==> src/rtl/spi_target_apb.sv <==
// SPI mode-0 target with an APB register face.
// MOSI frames are shifted MSB-first into an RX FIFO; MISO is driven from a TX FIFO.
// Sticky error flags record RX overrun, TX underrun and TX overflow; irq flags RX data.
module spi_target_apb #(
    parameter int FRAME_BITS  = 8,
    parameter int FIFO_DEPTH  = 4,
    parameter int SYNC_STAGES = 2
) (
    input  logic        clk,
    input  logic        cpu_reset_n,
    input  logic        spi_sck,
    input  logic        spi_cs_n,
    input  logic        spi_mosi,
    output logic        spi_miso,
    output logic        spi_miso_oe,
    input  logic [3:0]  apb_paddr,
    input  logic        apb_psel,
    input  logic        apb_penable,
    input  logic        apb_pwrite,
    input  logic [31:0] apb_pwdata,
    output logic [31:0] apb_prdata,
    output logic        apb_pready,
    output logic        irq
);

    localparam int AW = (FIFO_DEPTH > 1) ? $clog2(FIFO_DEPTH) : 1;
    localparam int CW = AW + 1;
    localparam int BW = $clog2(FRAME_BITS + 1);

    typedef enum logic [1:0] {
        ST_IDLE  = 2'd0,
        ST_LOAD  = 2'd1,
        ST_SHIFT = 2'd2
    } state_t;

    // ---------------- synchronisers and edge detect ----------------
    logic [SYNC_STAGES-1:0] r_sck_sync;
    logic [SYNC_STAGES-1:0] r_cs_sync;
    logic [SYNC_STAGES-1:0] r_mosi_sync;
    logic                   r_sck_prev;
    logic                   r_cs_prev;

    logic w_sck;
    logic w_cs;
    logic w_mosi;
    logic w_sck_rise;
    logic w_sck_fall;
    logic w_cs_fall;
    logic w_cs_rise;

    // Bring the SPI pins into the clk domain and keep the previous sample for edges
    always_ff @(posedge clk or negedge cpu_reset_n) begin
        if (!cpu_reset_n) begin
            r_sck_sync  <= '0;
            r_cs_sync   <= '1;
            r_mosi_sync <= '0;
            r_sck_prev  <= 1'b0;
            r_cs_prev   <= 1'b1;
        end else begin
            r_sck_sync[0]  <= spi_sck;
            r_cs_sync[0]   <= spi_cs_n;
            r_mosi_sync[0] <= spi_mosi;
            for (int i = 1; i < SYNC_STAGES; i++) begin
                r_sck_sync[i]  <= r_sck_sync[i-1];
                r_cs_sync[i]   <= r_cs_sync[i-1];
                r_mosi_sync[i] <= r_mosi_sync[i-1];
            end
            r_sck_prev <= w_sck;
            r_cs_prev  <= w_cs;
        end
    end

    assign w_sck      = r_sck_sync[SYNC_STAGES-1];
    assign w_cs       = r_cs_sync[SYNC_STAGES-1];
    assign w_mosi     = r_mosi_sync[SYNC_STAGES-1];
    assign w_sck_rise = w_sck & ~r_sck_prev;
    assign w_sck_fall = ~w_sck & r_sck_prev;
    assign w_cs_fall  = ~w_cs & r_cs_prev;
    assign w_cs_rise  = w_cs & ~r_cs_prev;

    // ---------------- state ----------------
    state_t                r_state;
    logic [FRAME_BITS-1:0] r_rx_shift;
    logic [FRAME_BITS-1:0] r_tx_shift;
    logic [BW-1:0]         r_bitcnt;
    logic                  r_reload;
    logic                  r_enable;
    logic                  r_rx_ovr;
    logic                  r_tx_udr;
    logic                  r_tx_ovf;
    logic                  r_acc_seen;
    logic                  r_rx_pop_arm;

    logic [FRAME_BITS-1:0] r_rx_mem [FIFO_DEPTH];
    logic [FRAME_BITS-1:0] r_tx_mem [FIFO_DEPTH];
    logic [AW-1:0]         r_rx_wp, r_rx_rp, r_tx_wp, r_tx_rp;
    logic [CW-1:0]         r_rx_cnt, r_tx_cnt;

    // ---------------- APB decode ----------------
    logic [1:0]  w_reg;
    logic        w_acc;
    logic        w_setup_rd;
    logic        w_ctrl_wr;
    logic        w_tx_push_req;
    logic        w_rx_pop;
    logic [31:0] w_rdata;
    logic [7:0]  w_status;

    assign w_reg         = apb_paddr[3:2];
    assign w_acc         = apb_psel & apb_penable & ~r_acc_seen;
    assign w_setup_rd    = apb_psel & ~apb_penable & ~apb_pwrite;
    assign w_ctrl_wr     = w_acc & apb_pwrite & (w_reg == 2'd2);
    assign w_tx_push_req = w_acc & apb_pwrite & (w_reg == 2'd0);
    // The pop was armed at setup only if the data returned was a real RX entry
    assign w_rx_pop      = w_acc & ~apb_pwrite & (w_reg == 2'd0) & r_rx_pop_arm;

    // ---------------- FIFO status and handshakes ----------------
    logic                  w_rx_empty, w_rx_full, w_tx_empty, w_tx_full;
    logic [FRAME_BITS-1:0] w_rx_head, w_tx_head, w_load_word;
    logic                  w_abort, w_load_now;
    logic                  w_tx_pop, w_tx_push, w_tx_ovf_set;
    logic                  w_rx_push_req, w_rx_push, w_rx_ovr_set;
    logic [FRAME_BITS:0]   w_rx_cat;
    logic [FRAME_BITS-1:0] w_rx_next;
    logic [FRAME_BITS-1:0] w_tx_next;

    assign w_rx_empty  = (r_rx_cnt == CW'(0));
    assign w_rx_full   = (r_rx_cnt == CW'(FIFO_DEPTH));
    assign w_tx_empty  = (r_tx_cnt == CW'(0));
    assign w_tx_full   = (r_tx_cnt == CW'(FIFO_DEPTH));
    assign w_rx_head   = r_rx_mem[r_rx_rp];
    assign w_tx_head   = r_tx_mem[r_tx_rp];
    // An empty TX FIFO sends all-ones rather than stale data
    assign w_load_word = w_tx_empty ? {FRAME_BITS{1'b1}} : w_tx_head;

    assign w_rx_cat  = {r_rx_shift, w_mosi};
    assign w_rx_next = w_rx_cat[FRAME_BITS-1:0];
    assign w_tx_next = r_tx_shift << 1;

    // Losing CS or enable terminates the frame wherever it stands
    assign w_abort    = w_cs_rise | ~r_enable;
    assign w_load_now = ~w_abort & ((r_state == ST_LOAD) |
                                    ((r_state == ST_SHIFT) & w_sck_fall & r_reload));
    assign w_rx_push_req = ~w_abort & (r_state == ST_SHIFT) & w_sck_rise &
                           (r_bitcnt == BW'(FRAME_BITS - 1));

    assign w_tx_pop     = w_load_now & ~w_tx_empty;
    assign w_tx_push    = w_tx_push_req & (~w_tx_full | w_tx_pop);
    assign w_tx_ovf_set = w_tx_push_req & w_tx_full & ~w_tx_pop;
    assign w_rx_push    = w_rx_push_req & (~w_rx_full | w_rx_pop);
    assign w_rx_ovr_set = w_rx_push_req & w_rx_full & ~w_rx_pop;

    assign w_status = {~w_cs, r_tx_ovf, r_tx_udr, r_rx_ovr,
                       w_tx_full, w_tx_empty, w_rx_full, w_rx_empty};

    // Read data selected by the register index
    always_comb begin
        w_rdata = 32'd0;
        case (w_reg)
            2'd0:    w_rdata = w_rx_empty ? 32'd0 : 32'(w_rx_head);
            2'd1:    w_rdata = 32'(w_status);
            2'd2:    w_rdata = {31'd0, r_enable};
            default: w_rdata = 32'd0;
        endcase
    end

    // RX FIFO storage, pointers and occupancy
    always_ff @(posedge clk or negedge cpu_reset_n) begin
        if (!cpu_reset_n) begin
            for (int i = 0; i < FIFO_DEPTH; i++) r_rx_mem[i] <= '0;
            r_rx_wp  <= '0;
            r_rx_rp  <= '0;
            r_rx_cnt <= '0;
        end else begin
            if (w_rx_push) begin
                r_rx_mem[r_rx_wp] <= w_rx_next;
                r_rx_wp           <= r_rx_wp + AW'(1);
            end
            if (w_rx_pop) begin
                r_rx_rp <= r_rx_rp + AW'(1);
            end
            case ({w_rx_push, w_rx_pop})
                2'b10:   r_rx_cnt <= r_rx_cnt + CW'(1);
                2'b01:   r_rx_cnt <= r_rx_cnt - CW'(1);
                default: r_rx_cnt <= r_rx_cnt;
            endcase
        end
    end

    // TX FIFO storage, pointers and occupancy
    always_ff @(posedge clk or negedge cpu_reset_n) begin
        if (!cpu_reset_n) begin
            for (int i = 0; i < FIFO_DEPTH; i++) r_tx_mem[i] <= '0;
            r_tx_wp  <= '0;
            r_tx_rp  <= '0;
            r_tx_cnt <= '0;
        end else begin
            if (w_tx_push) begin
                r_tx_mem[r_tx_wp] <= apb_pwdata[FRAME_BITS-1:0];
                r_tx_wp           <= r_tx_wp + AW'(1);
            end
            if (w_tx_pop) begin
                r_tx_rp <= r_tx_rp + AW'(1);
            end
            case ({w_tx_push, w_tx_pop})
                2'b10:   r_tx_cnt <= r_tx_cnt + CW'(1);
                2'b01:   r_tx_cnt <= r_tx_cnt - CW'(1);
                default: r_tx_cnt <= r_tx_cnt;
            endcase
        end
    end

    // SPI frame FSM: load, shift on sck edges, reload between frames, abort on CS rise
    always_ff @(posedge clk or negedge cpu_reset_n) begin
        if (!cpu_reset_n) begin
            r_state     <= ST_IDLE;
            r_rx_shift  <= '0;
            r_tx_shift  <= '0;
            r_bitcnt    <= '0;
            r_reload    <= 1'b0;
            spi_miso    <= 1'b1;
            spi_miso_oe <= 1'b0;
        end else begin
            case (r_state)
                ST_IDLE: begin
                    spi_miso_oe <= 1'b0;
                    spi_miso    <= 1'b1;
                    r_bitcnt    <= '0;
                    r_reload    <= 1'b0;
                    if (w_cs_fall && r_enable) begin
                        r_state <= ST_LOAD;
                    end else begin
                        r_state <= ST_IDLE;
                    end
                end
                ST_LOAD: begin
                    r_reload <= 1'b0;
                    r_bitcnt <= '0;
                    if (w_abort) begin
                        r_state     <= ST_IDLE;
                        spi_miso_oe <= 1'b0;
                        spi_miso    <= 1'b1;
                    end else begin
                        r_tx_shift  <= w_load_word;
                        spi_miso    <= w_load_word[FRAME_BITS-1];
                        spi_miso_oe <= 1'b1;
                        r_state     <= ST_SHIFT;
                    end
                end
                ST_SHIFT: begin
                    if (w_abort) begin
                        r_state     <= ST_IDLE;
                        r_bitcnt    <= '0;
                        r_reload    <= 1'b0;
                        spi_miso_oe <= 1'b0;
                        spi_miso    <= 1'b1;
                    end else if (w_sck_rise) begin
                        r_rx_shift <= w_rx_next;
                        if (r_bitcnt == BW'(FRAME_BITS - 1)) begin
                            r_bitcnt <= '0;
                            r_reload <= 1'b1;
                        end else begin
                            r_bitcnt <= r_bitcnt + BW'(1);
                        end
                    end else if (w_sck_fall) begin
                        if (r_reload) begin
                            r_tx_shift <= w_load_word;
                            spi_miso   <= w_load_word[FRAME_BITS-1];
                            r_reload   <= 1'b0;
                        end else begin
                            r_tx_shift <= w_tx_next;
                            spi_miso   <= w_tx_next[FRAME_BITS-1];
                        end
                    end else begin
                        r_state <= ST_SHIFT;
                    end
                end
                default: begin
                    r_state     <= ST_IDLE;
                    spi_miso_oe <= 1'b0;
                    spi_miso    <= 1'b1;
                end
            endcase
        end
    end

    // Control register and sticky flags; a set event beats a same-cycle clear
    always_ff @(posedge clk or negedge cpu_reset_n) begin
        if (!cpu_reset_n) begin
            r_enable <= 1'b0;
            r_rx_ovr <= 1'b0;
            r_tx_udr <= 1'b0;
            r_tx_ovf <= 1'b0;
            irq      <= 1'b0;
        end else begin
            if (w_ctrl_wr) begin
                r_enable <= apb_pwdata[0];
            end else begin
                r_enable <= r_enable;
            end
            r_rx_ovr <= w_rx_ovr_set | (r_rx_ovr & ~(w_ctrl_wr & apb_pwdata[4]));
            r_tx_udr <= (w_load_now & w_tx_empty) | (r_tx_udr & ~(w_ctrl_wr & apb_pwdata[5]));
            r_tx_ovf <= w_tx_ovf_set | (r_tx_ovf & ~(w_ctrl_wr & apb_pwdata[6]));
            irq      <= r_enable & ~w_rx_empty;
        end
    end

    // APB read data captured at setup so it is valid through the access phase
    always_ff @(posedge clk or negedge cpu_reset_n) begin
        if (!cpu_reset_n) begin
            apb_prdata   <= 32'd0;
            r_rx_pop_arm <= 1'b0;
            r_acc_seen   <= 1'b0;
        end else begin
            r_acc_seen <= apb_psel & apb_penable;
            if (w_setup_rd) begin
                apb_prdata   <= w_rdata;
                r_rx_pop_arm <= (w_reg == 2'd0) & ~w_rx_empty;
            end else if (apb_psel && apb_penable && !apb_pwrite) begin
                apb_prdata   <= apb_prdata;
                r_rx_pop_arm <= r_rx_pop_arm;
            end else begin
                apb_prdata   <= 32'd0;
                r_rx_pop_arm <= 1'b0;
            end
        end
    end

    assign apb_pready = 1'b1;

    logic w_unused_bits;
    assign w_unused_bits = ^{apb_paddr[1:0], apb_pwdata, w_rx_cat[FRAME_BITS]};

endmodule
==> config.mk <==
export PLATFORM = sky130hd
export DESIGN_NAME = spi_target_apb
export DESIGN_NICKNAME = d
export VERILOG_FILES = /design/src/rtl/spi_target_apb.sv
export SDC_FILE = /design/constraint.sdc
export NUM_CORES = 1
export LEC_CHECK = 0
export ABC_AREA = 1
export CORE_MARGIN = 2
export CORE_UTILIZATION = 40
export DETAILED_ROUTE_END_ITERATION = 10
export GPL_ROUTABILITY_DRIVEN = 1
export HOLD_SLACK_MARGIN = 0.06
export MAX_ROUTING_LAYER = met4
export SYNTH_ARGS = -nofsm -noshare
export SYNTH_HDL_FRONTEND = slang
export SYNTH_SLANG_ARGS = --single-unit
==> constraint.sdc <==
create_clock -name clk -period 5.7 [get_ports clk]
set_clock_uncertainty 0.15 [all_clocks]
set_input_delay 0.57 -clock clk [delete_from_list [all_inputs] [get_ports clk]]
set_output_delay 0.57 -clock clk [all_outputs]
set_load 0.005 [all_outputs]
==> qor.csv, run 1 <==
metric,value,unit
status,"finished, final reports clean",
Tcrit/Tclk final,51.19,%
via count,4914,
die area,16500,um^2
CTS hold repair buffers,0,
Post-synth top cells,"nand2_1 (271), dfrtp_1 (120), nand3_1 (58)",
number of synthesized flops with an enable pin,0,
Overflow after GRT,0,
Row Count,45,
Inserted Clock Buffers,17,
maximum vdd drop,0.2148,mV
multi-input logic area,2630,um^2
"Clk pin slew, worst setup/hold paths",60,ps
share of layout cells above drive strength 1,8.279,%
Critical Path AT,3100,ps
DRT Pass-1 Iters,4,
YS warnings,0,
Die X,128.4,um
Core Area,15150,um^2
synth top area cells,"dfrtp_1 (48%), nand2_1 (16%), nand3_1 (4.7%), nand4_1 (3.6%), buf_4 (3.5%)",
main flop type after synthesis,dfrtp_1,
Critical Path End Type,register,
I/O Buffers,28,
#FFs+latches synth,124,
vias in the first global route,4709,
post-layout util,46.63,%
FF-to-FF Start,r_sck_prev$_DFF_PN0_,
total track usage,19.04,%
Max Clk Rate,342.7,MHz
clock sink total,124,
clock root buffer,clkbuf_16,
unrepaired setup endpoints after global routing,no,
power per cell area,326.3,nW/um^2
"count leader, synth",nand2_1,
WHS,122.2,ps
Max Slew Vio Count,0,
Least-Margin Pin Slew,925.7,ps
fillcell total,1445,
setup TNS,0,ps
Slew HR,38.29,%
WL per Instance,14.95,um
CP Class,reg2reg,
final net count,823,
# IOs,80,
mapped cell area,6193,um^2
Hold Fails Final Rpt,0,
final wirelength,14.37,mm
Critical Path Start,r_sck_prev$_DFF_PN0_,
DPL Wire Length,9.658,mm
Clock Path Buffers,2,
Clock Latency Late Sink,420,ps
Yosys cell types,31,
synthesized area per cell,8.392,um^2
"Max FO, Critical Path",12,
GP Congestion,0.8233,
vias per inst,5.113,
"Async S/R FF share, synth",100.0,%
largest net degree at the start of global routing,73,
startpoint types,register,
post-CTS resize count,0,
drt drc,0,
die height,128.4,um
min cycle time layout,2918,ps
sequential cell area,3108,um^2
Syn Inst Count,738,
initial core utilization,40.89,%
Placement Setup Slack,2427,ps
remaining antenna violation count,0,
postcts setup bufs,0,
"Seq/Total Area, Yosys",50.18,%
CTS tree,done,
ANT cells,0,
Required @ worst endpoint,5890,ps
initial antenna violation count,0,
Yosys top cell area share,48.48,%
detailed router's first-iteration violation count,409,
first-pass GRT wire length,23.75,mm
LEAKAGE,0.003513,uW
top cell type by total area after synthesis,dfrtp_1,
Synth-to-Final Area Change,14.04,%
H-tree levels,4,
HP Class,in2async,
Max-cap violations,0,
Final Worst Setup Slack,2782,ps
Setup Viol. Count Final,0,
final timing paths:
kind	to	slack, ps	depth (start not counted)
max	r_rx_cnt[1]$_DFFE_PN0P_	2780	9
min	r_rx_wp[0]$_DFFE_PN0P_	120	1
max reg2reg	r_rx_cnt[1]$_DFFE_PN0P_	2780	9
min reg2reg	r_mosi_sync[1]$_DFF_PN0_	200	0
max in group asynchronous	r_tx_shift[4]$_DFFE_PN0P_	4010	2
min in group clk	r_mosi_sync[1]$_DFF_PN0_	200	0
stage by stage:
step	area, um^2	cells	power (uW)
after detailed placement	6476	929	1234
after CTS	7063	961	2325
after global routing	7063	961	2404
after global placement	6476	929	1222
final	7063	961	2305
after floorplan	6280	761	1154
state kept, by name, summed over array words and instances (netlist names), 2 cells and up:
| name | count |
|---|---|
| r_rx_mem | 32 |
| r_tx_rp | 2 |
| r_tx_shift | 7 |
| r_cs_sync | 2 |
| r_sck_sync | 2 |
| r_state | 2 |
| r_tx_mem | 32 |
| r_mosi_sync | 2 |
| apb_prdata | 8 |
| r_rx_wp | 2 |
| r_rx_cnt | 3 |
| r_bitcnt | 4 |
| r_tx_cnt | 3 |
| r_rx_shift | 7 |
| r_tx_wp | 2 |
| r_rx_rp | 2 |
logic make-up after synthesis:
group | share of synthesized area [%]
AND/OR/NAND/NOR | 28.65
flip-flops | 50.18
buffers and inverters | 8.808
AO/OA/AOI/OAI | 6.889
adder cells (fa/ha/maj) | 4.081
XOR/XNOR | 1.273
other | 0.1213
worst max-delay path, stage by stage (launching register included):
cell	delay (ps)
dfrtp_1	370
inv_1	60
ha_1	350
nand4_1	460
nor2_2	300
nand2_1	200
ha_1	250
inv_1	90
fa_1	420
o21ai_0	180
where the power goes:
group	internal, uW	total, uW	switching [uW]
combinational	79.8	239	159
sequential	927	980	52.5
clock	706	1090	380
layout by cell type, fill, tap and decap left out:
cell type,n
a21oi_1,7
a21oi_4,1
buf_4,4
bufinv_16,3
clkbuf_1,5
clkbuf_16,17
clkbuf_8,2
clkdlybuf4s50_1,27
clkinv_1,3
clkinv_2,5
conb_1,25
dfrtp_1,120
dfstp_2,4
fa_1,2
ha_1,17
inv_1,50
inv_2,1
nand2_1,271
nand2_2,2
nand3_1,58
nand3_2,5
nand4_1,36
nor2_1,24
nor2_2,2
nor3_1,8
nor3_4,1
nor3b_1,1
o211ai_1,7
o21ai_0,21
o21ai_1,18
o21ai_2,15
or2_2,2
xnor2_1,2
xor2_1,7
final cells by class:
type | instances | area share, %
Clock inverter | 8 | 1.630
Inverter | 54 | 2.870
Multi-Input combinational cell | 532 | 37.24
Sequential cell | 124 | 44.00
Timing Repair Buffer | 31 | 4.252
Clock buffer | 24 | 6.678
Tap cell | 188 | 3.330
layer usage:
| layer | global-route usage (%) | share of wire (%) |
|---|---|---|
| met1 | 25.35 | 46 |
| met3 | 3.867 | 5.6 |
| met4 | 7.434 | 1.9 |
| met5 | - | 0 |
| met2 | 28.69 | 46 |
No activity file was read; power rests on OpenSTA's default activity.
==> inputs of run 2 (changes only) <==
Clock period 5.7 ns to 2.71 ns, I/O delays scaled along.
==> run 2 against run 1 <==
Net effect:
- clock-buffer cell count grew 1
- die area unchanged
- first-iteration DRC count shrank 30%
- combinational power grew 140%
- maximum frequency grew 15%
- critical path type unchanged
- sequential power grew 110%
- routed wire length shrank 1.0%
- global-route usage grew 0.38 points
- worst setup slack worse by 2600 ps
- critical path depth is 4 higher
- critical endpoint is now r_tx_cnt[2]$_DFFE_PN0P_
==> qor.csv, run 2 (same netlist as run 1, synthesis figures left out) <==
metric,value,unit
status,"finished, final reports clean",
DPL Wire Length,9.793,mm
GP Congestion,0.8586,
die area,16500,um^2
I/O Buffers,28,
ANT cells,0,
Placement Setup Slack,77.23,ps
setup TNS,0,ps
Setup Viol. Count Final,0,
final wirelength,14.22,mm
Inserted Clock Buffers,17,
share of layout cells above drive strength 1,9.936,%
Required @ worst endpoint,2850,ps
clock sink total,124,
vias in the first global route,4903,
post-route cell area,7249,um^2
unrepaired setup endpoints after global routing,no,
Tcrit/Tclk final,93.92,%
min cycle time layout,2545,ps
initial antenna violation count,0,
first-pass GRT wire length,24.45,mm
clock root buffer,clkbuf_16,
remaining antenna violation count,0,
Non-Filler Instances,973,
"most common cell after layout, fill and taps aside",nand2_1,
CTS tree,done,
Clock Path Buffers,2,
Slew HR,60.39,%
HP Class,in2reg,
Overflow after GRT,0,
largest net degree at the start of global routing,63,
vias per inst,5.074,
Critical Path AT,2680,ps
Critical Path End Type,register,
detailed router's first-iteration violation count,288,
Final Worst Setup Slack,164.6,ps
Hold Fails Final Rpt,0,
Top Registers,"r_rx_mem: 32 flops, r_tx_mem: 32 flops, apb_prdata: 8 flops",
final net count,835,
initial core utilization,40.89,%
# IOs,80,
Die X,128.4,um
CP Class,reg2reg,
most frequent cells in the layout,"nand2_1 (270), dfrtp_1 (120), nand3_1 (56)",
placed cell count,940,
drt drc,0,
DRT Pass-1 Iters,6,
via count,4937,
Row Count,45,
Max Slew Vio Count,0,
Clock Latency Late Sink,420,ps
startpoint types,register,
fillcell total,1420,
LEAKAGE,0.003611,uW
Core Area,15150,um^2
Max Clk Rate,392.9,MHz
"Clk pin slew, worst setup/hold paths",50,ps
r2r setup slk,160,ps
cell area after placement,6571,um^2
"Max FO, Critical Path",6,
maximum vdd drop,0.6021,mV
power per cell area,704.5,nW/um^2
die height,128.4,um
WL per Instance,14.61,um
Synth-to-Final Area Change,17.05,%
total track usage,19.42,%
H-tree levels,4,
Max-cap violations,0,
post-layout util,47.86,%
Least-Margin Pin Slew,594.1,ps
## run 2: cell count changes in the layout (fill, tap and decap cells not counted), moves of 2 or more
cell / previous run / this run
nand3_1: 58 / 56
clkinv_2: 5 / 2
nand2_4: 0 / 2
nand3_2: 5 / 7
buf_4: 4 / 14
bufinv_16: 3 / 5
## run 2: final cells by class
type	count	area [um^2]	area share [%]
clock inverters	7	160.2	2.209
multi-input cells	532	2653	36.59
inverters	54	202.7	2.796
flip-flops and latches	124	3108	42.87
clock buffers	25	485.5	6.697
repair buffers	43	405.4	5.592
well taps	188	235.2	3.245
## run 2: timing repair
action	4_1_cts	5_1_grt
hold endpoints to repair	87	0
resized for setup	0	5
setup endpoints to repair	0	17
buffers inserted	0	0
hold buffers	1	0
## run 2: power breakdown
part           switching [uW]  internal (uW)
sequential                104           1950
clock                     783           1700
combinational             360            207
## run 2: worst max-delay path, stage by stage (launching register included)
cell and delay [ps]:
dfrtp_1 380, inv_1 80, ha_1 250, nand3_1 100, nand2_1 110, nand2_2 130, nand2_4 100, nand2_4 110
ha_1 140, inv_1 70, fa_1 380, a21oi_1 140, o21ai_0 110, xor2_1 160
## run 2: worst paths after layout
kind	from	end	depth (start not counted)
max in group asynchronous	cpu_reset_n	r_cs_prev$_DFF_PN1_	3
min reg2reg	r_cs_sync[0]$_DFF_PN1_	r_cs_sync[1]$_DFF_PN1_	0
min in group asynchronous	cpu_reset_n	r_rx_wp[1]$_DFFE_PN0P_	2
max	r_state[0]$_DFFE_PN0P_	r_tx_cnt[2]$_DFFE_PN0P_	13
max reg2reg	r_state[0]$_DFFE_PN0P_	r_tx_cnt[2]$_DFFE_PN0P_	13
min	spi_cs_n	r_cs_sync[0]$_DFF_PN1_	1
## run 2: metal layers
layer / part of all wire (%) / global-route usage [%] / routed length [um]
met3: 4.7 / 4.823 / 671
met4: 1.8 / 7.046 / 255
met1: 47 / 25.72 / 6754
met2: 46 / 29.04 / 6538
met5: 0 / - / 0
## run 2: per-stage QoR
step	total power (uW)	hold slack, ps
floorplan	2426	-174.6
global placement	2608	53.31
detailed placement	2631	60.01
CTS	5140	89.63
global route	5336	87.98
finish	5108	106.2
